==> src/rtl/riscv_pkg.sv <==
// Shared definitions for the SwitchMCU RV32I fetch/decode front-end:
// opcode constants, the EBREAK word, the decoded-field bundle and the FSM states.
package riscv_pkg;

    localparam logic [6:0] OP_LUI    = 7'h37;
    localparam logic [6:0] OP_AUIPC  = 7'h17;
    localparam logic [6:0] OP_JAL    = 7'h6F;
    localparam logic [6:0] OP_JALR   = 7'h67;
    localparam logic [6:0] OP_BRANCH = 7'h63;
    localparam logic [6:0] OP_LOAD   = 7'h03;
    localparam logic [6:0] OP_STORE  = 7'h23;
    localparam logic [6:0] OP_IMM    = 7'h13;
    localparam logic [6:0] OP_REG    = 7'h33;
    localparam logic [6:0] OP_FENCE  = 7'h0F;
    localparam logic [6:0] OP_SYSTEM = 7'h73;

    localparam logic [31:0] EBREAK = 32'h0010_0073;

    typedef struct packed {
        logic [4:0]  rd;
        logic [4:0]  rs1;
        logic [4:0]  rs2;
        logic [2:0]  funct3;
        logic [6:0]  funct7;
        logic [6:0]  opcode;
        logic [31:0] imm;
    } dec_t;

    typedef enum logic [1:0] {
        ST_IDLE = 2'd0,
        ST_RUN  = 2'd1,
        ST_HALT = 2'd2
    } state_t;

    // True for every opcode of the RV32I base instruction set.
    function automatic logic legal_opcode(input logic [6:0] opc);
        logic ok;
        case (opc)
            OP_LUI, OP_AUIPC, OP_JAL, OP_JALR, OP_BRANCH, OP_LOAD,
            OP_STORE, OP_IMM, OP_REG, OP_FENCE, OP_SYSTEM: ok = 1'b1;
            default:                                       ok = 1'b0;
        endcase
        return ok;
    endfunction

endpackage

==> src/rtl/riscv_32i_if.sv <==
// Block-RAM port B bundle. The core is the master; the memory is the slave.
interface riscv_32i_if;
    logic        clkb;
    logic        enb;
    logic        rstb;
    logic [3:0]  web;
    logic [31:0] addrb;
    logic [31:0] dinb;
    logic [31:0] doutb;
    logic        rstb_busy;

    modport master (output clkb, enb, rstb, web, addrb, dinb,
                    input  doutb, rstb_busy);
    modport slave  (input  clkb, enb, rstb, web, addrb, dinb,
                    output doutb, rstb_busy);
endinterface

==> src/rtl/riscv_decoder.sv <==
// Combinational RV32I field and immediate extraction.
// With DECODE_TRACE_EN defined, also flags opcodes outside the base set.
module riscv_decoder
    import riscv_pkg::*;
(
    input  logic [31:0] instr,
`ifdef DECODE_TRACE_EN
    output logic        illegal_s,
`endif
    output dec_t        dec
);

    // Raw fields are always extracted; the immediate depends on the format.
    always_comb begin
        dec        = '0;
        dec.rd     = instr[11:7];
        dec.rs1    = instr[19:15];
        dec.rs2    = instr[24:20];
        dec.funct3 = instr[14:12];
        dec.funct7 = instr[31:25];
        dec.opcode = instr[6:0];
        case (instr[6:0])
            OP_LOAD, OP_IMM, OP_JALR, OP_SYSTEM:
                dec.imm = {{20{instr[31]}}, instr[31:20]};
            OP_STORE:
                dec.imm = {{20{instr[31]}}, instr[31:25], instr[11:7]};
            OP_BRANCH:
                dec.imm = {{19{instr[31]}}, instr[31], instr[7], instr[30:25], instr[11:8], 1'b0};
            OP_LUI, OP_AUIPC:
                dec.imm = {instr[31:12], 12'h000};
            OP_JAL:
                dec.imm = {{11{instr[31]}}, instr[31], instr[19:12], instr[20], instr[30:21], 1'b0};
            default:
                dec.imm = 32'h0000_0000;
        endcase
    end

`ifdef DECODE_TRACE_EN
    // A bubble is not an instruction, so it never counts as illegal.
    assign illegal_s = (instr != 32'h0000_0000) && !legal_opcode(instr[6:0]);
`endif

endmodule

==> src/rtl/riscv_32i.sv <==
// SwitchMCU RV32I fetch/decode front-end, driven by host GPIO registers.
// Sequential fetch from instruction BRAM port B into pipeReg1, combinational
// decode, halt on EBREAK / cycle budget / end PC. Data BRAM port held idle.
// Optional feature macro: DECODE_TRACE_EN (illegal-opcode flag + decode trace).
module riscv_32i
    import riscv_pkg::*;
#(
    parameter int          XLEN     = 32,
    parameter logic [31:0] RESET_PC = 32'h0000_0000
)
(
    input  logic             clk,
    input  logic [31:0]      GPIO0_R0_CH1,
    input  logic [31:0]      GPIO0_R0_CH2,
    input  logic [31:0]      GPIO0_R1_CH1,
    input  logic [31:0]      GPIO0_R1_CH2,
    output logic             STOP_sim,
    riscv_32i_if.master      ins_mem,
    riscv_32i_if.master      data_mem
);

    logic              reset_s;
    logic              start_s;
    state_t            state_r;
    logic [XLEN-1:0]   pc_r;
    logic [XLEN-1:0]   fetch_pc_r;
    logic              fetch_vld_r;
    logic [2*XLEN-1:0] pipeReg1;
    logic [31:0]       cycle_cnt_r;
    logic [31:0]       cnt_next_s;
    logic              enable_design;
    logic              stop_r;
    logic              halt_s;
    logic              fetch_s;
    dec_t              dec_s;

    logic [4:0]        rd_stage1;
    logic [4:0]        rs1_stage1;
    logic [4:0]        rs2_stage1;
    logic [2:0]        fun3_stage1;
    logic [6:0]        fun7_stage1;
    logic [6:0]        opcode_stage1;
    logic [31:0]       imm_stage1;

    assign reset_s = GPIO0_R0_CH1[1];
    assign start_s = GPIO0_R0_CH1[0];

    // Halt when the decode stage holds EBREAK, the budget is used up, or fetch passed the end PC.
    always_comb begin
        cnt_next_s = cycle_cnt_r + 32'd1;
        halt_s     = (pipeReg1[31:0] == EBREAK)
                   || ((GPIO0_R1_CH1 != 32'h0) && (cnt_next_s >= GPIO0_R1_CH1))
                   || ((GPIO0_R0_CH2 != 32'h0) && (pc_r >= GPIO0_R0_CH2));
        fetch_s    = (state_r == ST_RUN) && !ins_mem.rstb_busy && !halt_s;
    end

    // Control FSM with PC, fetch tracking, decode register and halt flag.
    always_ff @(posedge clk) begin
        if (reset_s) begin
            state_r       <= ST_IDLE;
            pc_r          <= RESET_PC;
            fetch_pc_r    <= RESET_PC;
            fetch_vld_r   <= 1'b0;
            pipeReg1      <= '0;
            cycle_cnt_r   <= 32'h0;
            enable_design <= 1'b0;
            stop_r        <= 1'b0;
        end else begin
            case (state_r)
                ST_IDLE: begin
                    if (start_s) begin
                        state_r       <= ST_RUN;
                        enable_design <= 1'b1;
                    end
                end
                ST_RUN: begin
                    cycle_cnt_r <= cnt_next_s;
                    if (halt_s) begin
                        state_r       <= ST_HALT;
                        stop_r        <= 1'b1;
                        enable_design <= 1'b0;
                        fetch_vld_r   <= 1'b0;
                    end else begin
                        // A cycle without a fetch behind it becomes an all-zero bubble.
                        pipeReg1    <= fetch_vld_r ? {fetch_pc_r, ins_mem.doutb} : '0;
                        fetch_vld_r <= fetch_s;
                        fetch_pc_r  <= pc_r;
                        if (fetch_s) begin
                            pc_r <= pc_r + 32'd4;
                        end
                    end
                end
                ST_HALT: begin
                    stop_r <= 1'b1;
                end
                default: begin
                    state_r <= ST_IDLE;
                end
            endcase
        end
    end

    assign STOP_sim = stop_r;

    assign ins_mem.clkb  = clk;
    assign ins_mem.enb   = fetch_s;
    assign ins_mem.rstb  = reset_s;
    assign ins_mem.web   = 4'h0;
    assign ins_mem.addrb = pc_r;
    assign ins_mem.dinb  = 32'h0000_0000;

    assign data_mem.clkb  = clk;
    assign data_mem.enb   = 1'b0;
    assign data_mem.rstb  = reset_s;
    assign data_mem.web   = 4'h0;
    assign data_mem.addrb = 32'h0000_0000;
    assign data_mem.dinb  = 32'h0000_0000;

`ifdef DECODE_TRACE_EN
    logic illegal_opcode_s;

    riscv_decoder u_dec (
        .instr     (pipeReg1[31:0]),
        .illegal_s (illegal_opcode_s),
        .dec       (dec_s)
    );
`else
    riscv_decoder u_dec (
        .instr (pipeReg1[31:0]),
        .dec   (dec_s)
    );
`endif

    assign rd_stage1     = dec_s.rd;
    assign rs1_stage1    = dec_s.rs1;
    assign rs2_stage1    = dec_s.rs2;
    assign fun3_stage1   = dec_s.funct3;
    assign fun7_stage1   = dec_s.funct7;
    assign opcode_stage1 = dec_s.opcode;
    assign imm_stage1    = dec_s.imm;

`ifdef DECODE_TRACE_EN
    // Trace every real instruction while it sits in the decode stage.
    always_ff @(posedge clk) begin
        if (!reset_s && (state_r == ST_RUN) && (pipeReg1[31:0] != 32'h0)) begin
            $display("decode pc=%h instr=%h rd=%0d rs1=%0d rs2=%0d f3=%0d f7=%h opc=%h imm=%h illegal=%0b",
                     pipeReg1[63:32], pipeReg1[31:0], rd_stage1, rs1_stage1, rs2_stage1,
                     fun3_stage1, fun7_stage1, opcode_stage1, imm_stage1, illegal_opcode_s);
        end
    end
`endif

    // Inputs and decode fields with no consumer inside this block.
    logic unused_s;
    assign unused_s = ^{GPIO0_R0_CH1[31:2], GPIO0_R1_CH2, data_mem.doutb, data_mem.rstb_busy,
                        rd_stage1, rs1_stage1, rs2_stage1, fun3_stage1, fun7_stage1,
                        opcode_stage1, imm_stage1};

endmodule

==> src/flat_wrapper.sv <==
// flat-port wrapper written by rule: the top's interface ports become plain ports
module riscv_32i_flat import riscv_pkg::*;
#(
    parameter int          XLEN     = 32,
    parameter logic [31:0] RESET_PC = 32'h0000_0000
)
  (clk, GPIO0_R0_CH1, GPIO0_R0_CH2, GPIO0_R1_CH1, GPIO0_R1_CH2, STOP_sim, ins_mem_clkb, ins_mem_enb, ins_mem_rstb, ins_mem_web, ins_mem_addrb, ins_mem_dinb, ins_mem_doutb, ins_mem_rstb_busy, data_mem_clkb, data_mem_enb, data_mem_rstb, data_mem_web, data_mem_addrb, data_mem_dinb, data_mem_doutb, data_mem_rstb_busy);
  riscv_32i_if ins_mem_i ();
  riscv_32i_if data_mem_i ();
  input  logic clk;
  input  logic [31:0] GPIO0_R0_CH1;
  input  logic [31:0] GPIO0_R0_CH2;
  input  logic [31:0] GPIO0_R1_CH1;
  input  logic [31:0] GPIO0_R1_CH2;
  output logic STOP_sim;
  output wire logic [$bits(ins_mem_i.clkb)-1:0] ins_mem_clkb;
  output wire logic [$bits(ins_mem_i.enb)-1:0] ins_mem_enb;
  output wire logic [$bits(ins_mem_i.rstb)-1:0] ins_mem_rstb;
  output wire logic [$bits(ins_mem_i.web)-1:0] ins_mem_web;
  output wire logic [$bits(ins_mem_i.addrb)-1:0] ins_mem_addrb;
  output wire logic [$bits(ins_mem_i.dinb)-1:0] ins_mem_dinb;
  input wire logic [$bits(ins_mem_i.doutb)-1:0] ins_mem_doutb;
  input wire logic [$bits(ins_mem_i.rstb_busy)-1:0] ins_mem_rstb_busy;
  output wire logic [$bits(data_mem_i.clkb)-1:0] data_mem_clkb;
  output wire logic [$bits(data_mem_i.enb)-1:0] data_mem_enb;
  output wire logic [$bits(data_mem_i.rstb)-1:0] data_mem_rstb;
  output wire logic [$bits(data_mem_i.web)-1:0] data_mem_web;
  output wire logic [$bits(data_mem_i.addrb)-1:0] data_mem_addrb;
  output wire logic [$bits(data_mem_i.dinb)-1:0] data_mem_dinb;
  input wire logic [$bits(data_mem_i.doutb)-1:0] data_mem_doutb;
  input wire logic [$bits(data_mem_i.rstb_busy)-1:0] data_mem_rstb_busy;
  assign ins_mem_clkb = ins_mem_i.clkb;
  assign ins_mem_enb = ins_mem_i.enb;
  assign ins_mem_rstb = ins_mem_i.rstb;
  assign ins_mem_web = ins_mem_i.web;
  assign ins_mem_addrb = ins_mem_i.addrb;
  assign ins_mem_dinb = ins_mem_i.dinb;
  assign ins_mem_i.doutb = ins_mem_doutb;
  assign ins_mem_i.rstb_busy = ins_mem_rstb_busy;
  assign data_mem_clkb = data_mem_i.clkb;
  assign data_mem_enb = data_mem_i.enb;
  assign data_mem_rstb = data_mem_i.rstb;
  assign data_mem_web = data_mem_i.web;
  assign data_mem_addrb = data_mem_i.addrb;
  assign data_mem_dinb = data_mem_i.dinb;
  assign data_mem_i.doutb = data_mem_doutb;
  assign data_mem_i.rstb_busy = data_mem_rstb_busy;
  riscv_32i #(.XLEN(XLEN), .RESET_PC(RESET_PC)) u_core (.clk(clk), .GPIO0_R0_CH1(GPIO0_R0_CH1), .GPIO0_R0_CH2(GPIO0_R0_CH2), .GPIO0_R1_CH1(GPIO0_R1_CH1), .GPIO0_R1_CH2(GPIO0_R1_CH2), .STOP_sim(STOP_sim), .ins_mem(ins_mem_i), .data_mem(data_mem_i));
endmodule
==> config.mk <==
export PLATFORM = sky130hd
export DESIGN_NAME = riscv_32i_flat
export DESIGN_NICKNAME = d
export VERILOG_FILES = /design/src/rtl/riscv_pkg.sv /design/src/rtl/riscv_32i_if.sv /design/src/rtl/riscv_decoder.sv /design/src/rtl/riscv_32i.sv /design/src/flat_wrapper.sv
export SDC_FILE = /design/constraint.sdc
export NUM_CORES = 1
export LEC_CHECK = 0
export ABC_AREA = 1
export CAP_MARGIN = 20
export CORE_UTILIZATION = 45
export CTS_BUF_LIST = sky130_fd_sc_hd__clkbuf_2 sky130_fd_sc_hd__clkbuf_4 sky130_fd_sc_hd__clkbuf_8
export DETAILED_ROUTE_END_ITERATION = 10
export HOLD_SLACK_MARGIN = 0.02
export PLACE_DENSITY_LB_ADDON = 0.2
export REMOVE_ABC_BUFFERS = 1
export SLEW_MARGIN = 20
export SYNTH_ARGS = -nofsm -noshare
export SYNTH_HDL_FRONTEND = slang
export SYNTH_SLANG_ARGS = --single-unit
==> constraint.sdc <==
create_clock -name clk -period 4 [get_ports clk]
set_input_delay 0.6 -clock clk [delete_from_list [all_inputs] [get_ports clk]]
set_output_delay 0.6 -clock clk [all_outputs]
set_load 0.005 [all_outputs]
==> summary.txt <==
Logic synthesis
  – Sequential area share after synthesis: 23.7%
  – Mapped Area: 8280 sq um
  – FF+latch count, synth: 98
  – Predominant post-synthesis flop cell: dfxtp_1
  – Cell variety after synth: 39
  – YS warnings: 0
  – Synth Instances: 1248
  – EDFF count, synth: 0
  – Syn Area/Cell: 6.63 sq um
  – Async SR Flop Fraction: 0%

Timing
  – Fmax: 0.244 GHz
  – Final setup viols: 13
  – Slew margin rel.: 29.6%
  – Slew Limit Fails: 0
  – Tmin final: 4.09 ns
  – Period Utilization, post-route: 102%
  – RSZ-0062 raised after global routing: yes
  – Worst-Margin Slew: 1.05 ns
  – Clock skew: 0.0162 ns
  – PnR worst setup slack: -0.0914 ns
  – Final Hold Vio Count: 0

Floorplanning
  – Row count: 49
  – Chip Height: 138 um
  – Core box area: 18000 sq um
  – IO Pins: 338
  – Die W: 138 um
  – Die ar.: 18900 sq um
  – Initial Utilization: 46.1%

Worst hold path
  – Critical hold path startpoint: u_core.pipeReg1[6]
  – Hold path depth: 2
  – Worst Hold Class: flop to flop
  – Worst Hold Path EP: u_core.pipeReg1[6]

Worst setup path
  – CP startpoint: u_core.cycle_cnt_r[1]
  – Worst R2R Setup Slack: -0.03 ns
  – Reg-to-reg endpoint: u_core.pipeReg1[10]
  – FF-to-FF Start: u_core.cycle_cnt_r[1]
  – Crit path kind: flop to output port
  – Crit-path max FO: 3
  – CP max stage cell: nor4_4
  – CP endpoint kind: output port
  – Worst path required time: 3.40 ns
  – Register-to-Register Path Depth: 25
  – CP peak stage delay: 0.39 ns
  – Startpoint type of the worst setup path: flop
  – Critical Path AT: 3.49 ns
  – Critical-path cell list: buf_4 -> inv_2 -> nor3_4 -> nand3_2 -> nor4_4 -> nand2_1 -> nor2_1 -> xor2_1 -> inv_1 -> ha_4 -> nand4_1 -> nor4_2 -> buf_4 -> nand2_2 -> nand2_4 -> nand2_4 -> nand4_4 -> inv_2 -> buf_6

Cells and area
  – Finished Layout Cells: 1650
  – Register area: 1970 sq um
  – Fin nets: 1675
  – Multi-input logic area: 5090 sq um
  – Synthesis-to-finish area growth: 24.8%
  – Number of diodes: 0
  – Final instance area: 10300 sq um
  – Share of layout cells above drive strength 1: 10.1%
  – Fill count: 1788

Global route
  – Vias in the first global route: 7127
  – Initial antenna violation count: 0
  – Total GRT Usage: 21.7%
  – Global-route wire length before repair: 32700 um
  – Overflow after GRT: 0
  – Pin count of the biggest net entering global routing: 71

Placed design
  – GPL Wtd Cong: 0.924
  – Number of port buffers: 135
  – Dpl ws: -0.0178 ns
  – Hpwl dp: 14900 um
  – DP Cell Count: 1609
  – Placed cell areas: 9630 sq um

Drt
  – Antenna-violating nets left: 0
  – Drt drc: 0
  – Via density: 4.88
  – Routed len/inst: 12.5 um
  – DR iter-0 viols: 459
  – DRT Pass-1 Iters: 5
  – Total Wirelength: 20600 um
  – Routed vias: 8059

Pwr
  – Maximum VDD drop: 0.203 mV
  – Power density over the cells: 264 nW/um^2
  – Leakage power total: 4.99 nW

Status
  – Violated checks: setup timing
  – Status: complete, but fails checks

Run
  – Max cap viols: 0

Clock network
  – CTS tree: done
  – Clk_lat worst skew: 0.49 ns
  – Clk slew on worst S/H paths: 0.10 ns
cell usage in the layout, fill, tap and decap left out, drive strengths merged:
cell,n
a211oi,1
clkdlybuf4s50,133
a21o,1
nor3b,4
buf,65
nor2,100
nand2,253
ha,64
a21oi,105
or2,2
nor3,32
o21bai,1
xor2,40
nand3,28
nand4,82
inv,201
o21a,3
and2,1
bufinv,2
clkbuf,16
xnor2,11
nand3b,2
clkinv,2
o21ai,46
conb,107
dfxtp,98
nor4,21
final cells by class:
cell class,count,share of cell area (%)
Multi-Input combinational cell,904,49.3
Sequential cell,98,19.1
Timing Repair Buffer,199,18.6
Inverter,198,7.20
Tap cell,229,2.77
Clock buffer,15,1.93
Clock inverter,7,1.03
worst max path at each step:
stage                               endpoint  slack, ns  depth (start not counted)
final                            ins_mem_enb      -0.09                         19
after global routing             ins_mem_enb      -0.35                         22
after CTS                        ins_mem_enb      -0.25                         20
after detailed placement         ins_mem_enb      -0.02                         21
after global placement           ins_mem_enb      -0.04                         20
after floorplan           u_core.pipeReg1[0]       0.30                         18
per-stage QoR:
| stage | hold slack (ns) | power [mW] | TNS (ns) | utilization (%) |
|---|---|---|---|---|
| final | 0.469 | 2.72 | -0.265 | 57.5 |
| after global routing | 0.488 | 2.89 | -8.99 | 57.5 |
| after CTS | 0.467 | 2.68 | -2.64 | 56.0 |
| after detailed placement | 0.458 | 1.80 | -0.0178 | 53.6 |
| after global placement | 0.452 | 1.78 | -0.0389 | 53.6 |
| after floorplan | 0.434 | 1.46 | 0 | - |
state kept, by name (all words and copies together) (netlist names):
register and cells:
u_core.fetch_vld_r 1, u_core.STOP_sim 1, u_core.state_r 2, u_core.pipeReg1 32, u_core.ins_mem.addrb 30, u_core.cycle_cnt_r 32
logic make-up after synthesis:
family	synth area share, %
buf+inv	21.7
fa+ha+maj	9.68
flops	23.7
xor+xnor	5.40
simple gates	29.8
compound gates	9.72
other cells	0.0453
routing by layer:
| metal | routed length, um | global-route usage (%) | share of wire (%) |
|---|---|---|---|
| met1 | 9340 | 27.5 | 45 |
| met3 | 1150 | 4.49 | 5.6 |
| met4 | 205 | 4.64 | 0.99 |
| met5 | 0 | 0 | 0 |
| met2 | 9920 | 37.4 | 48 |
cell usage after synthesis (all sizes together), types with 28 or more instances:
cell / n / area share [%]
xor2: 40 / 4.2
buf: 126 / 11
nand4: 82 / 6.6
nor2: 100 / 4.6
ha: 64 / 9.7
dfxtp: 98 / 24
nand3: 28 / 1.8
a21oi: 105 / 6.4
inv: 198 / 9.0
nor3: 32 / 2.4
nand2: 253 / 12
o21ai: 46 / 2.8
clkbuf: 28 / 1.3
critical path: cells and delay by family, from the launching register on:
family / cells / cell delay [ns]
xor+xnor: 1 / 0.21
fa+ha+maj: 1 / 0.28
buf+inv: 6 / 0.56
flops: 1 / 0.34
simple gates: 11 / 1.60
repair_timing:
action | 4_1_cts | 5_1_grt
gates resized for setup | 25 | 27
endpoints found under the hold margin | 0 | 0
cloned | 0 | 4
pin swaps | 33 | 20
hold buffers | 0 | 0
buffers inserted | 7 | 10
setup endpoints to repair | 1 | 36
report_power, final:
| group | switching [mW] | total [mW] | internal, mW |
|---|---|---|---|
| Sequential | 0.0532 | 1.09 | 1.03 |
| Clock | 0.414 | 0.897 | 0.483 |
| Combinational | 0.398 | 0.737 | 0.339 |
(Power assumes the default switching activity.)
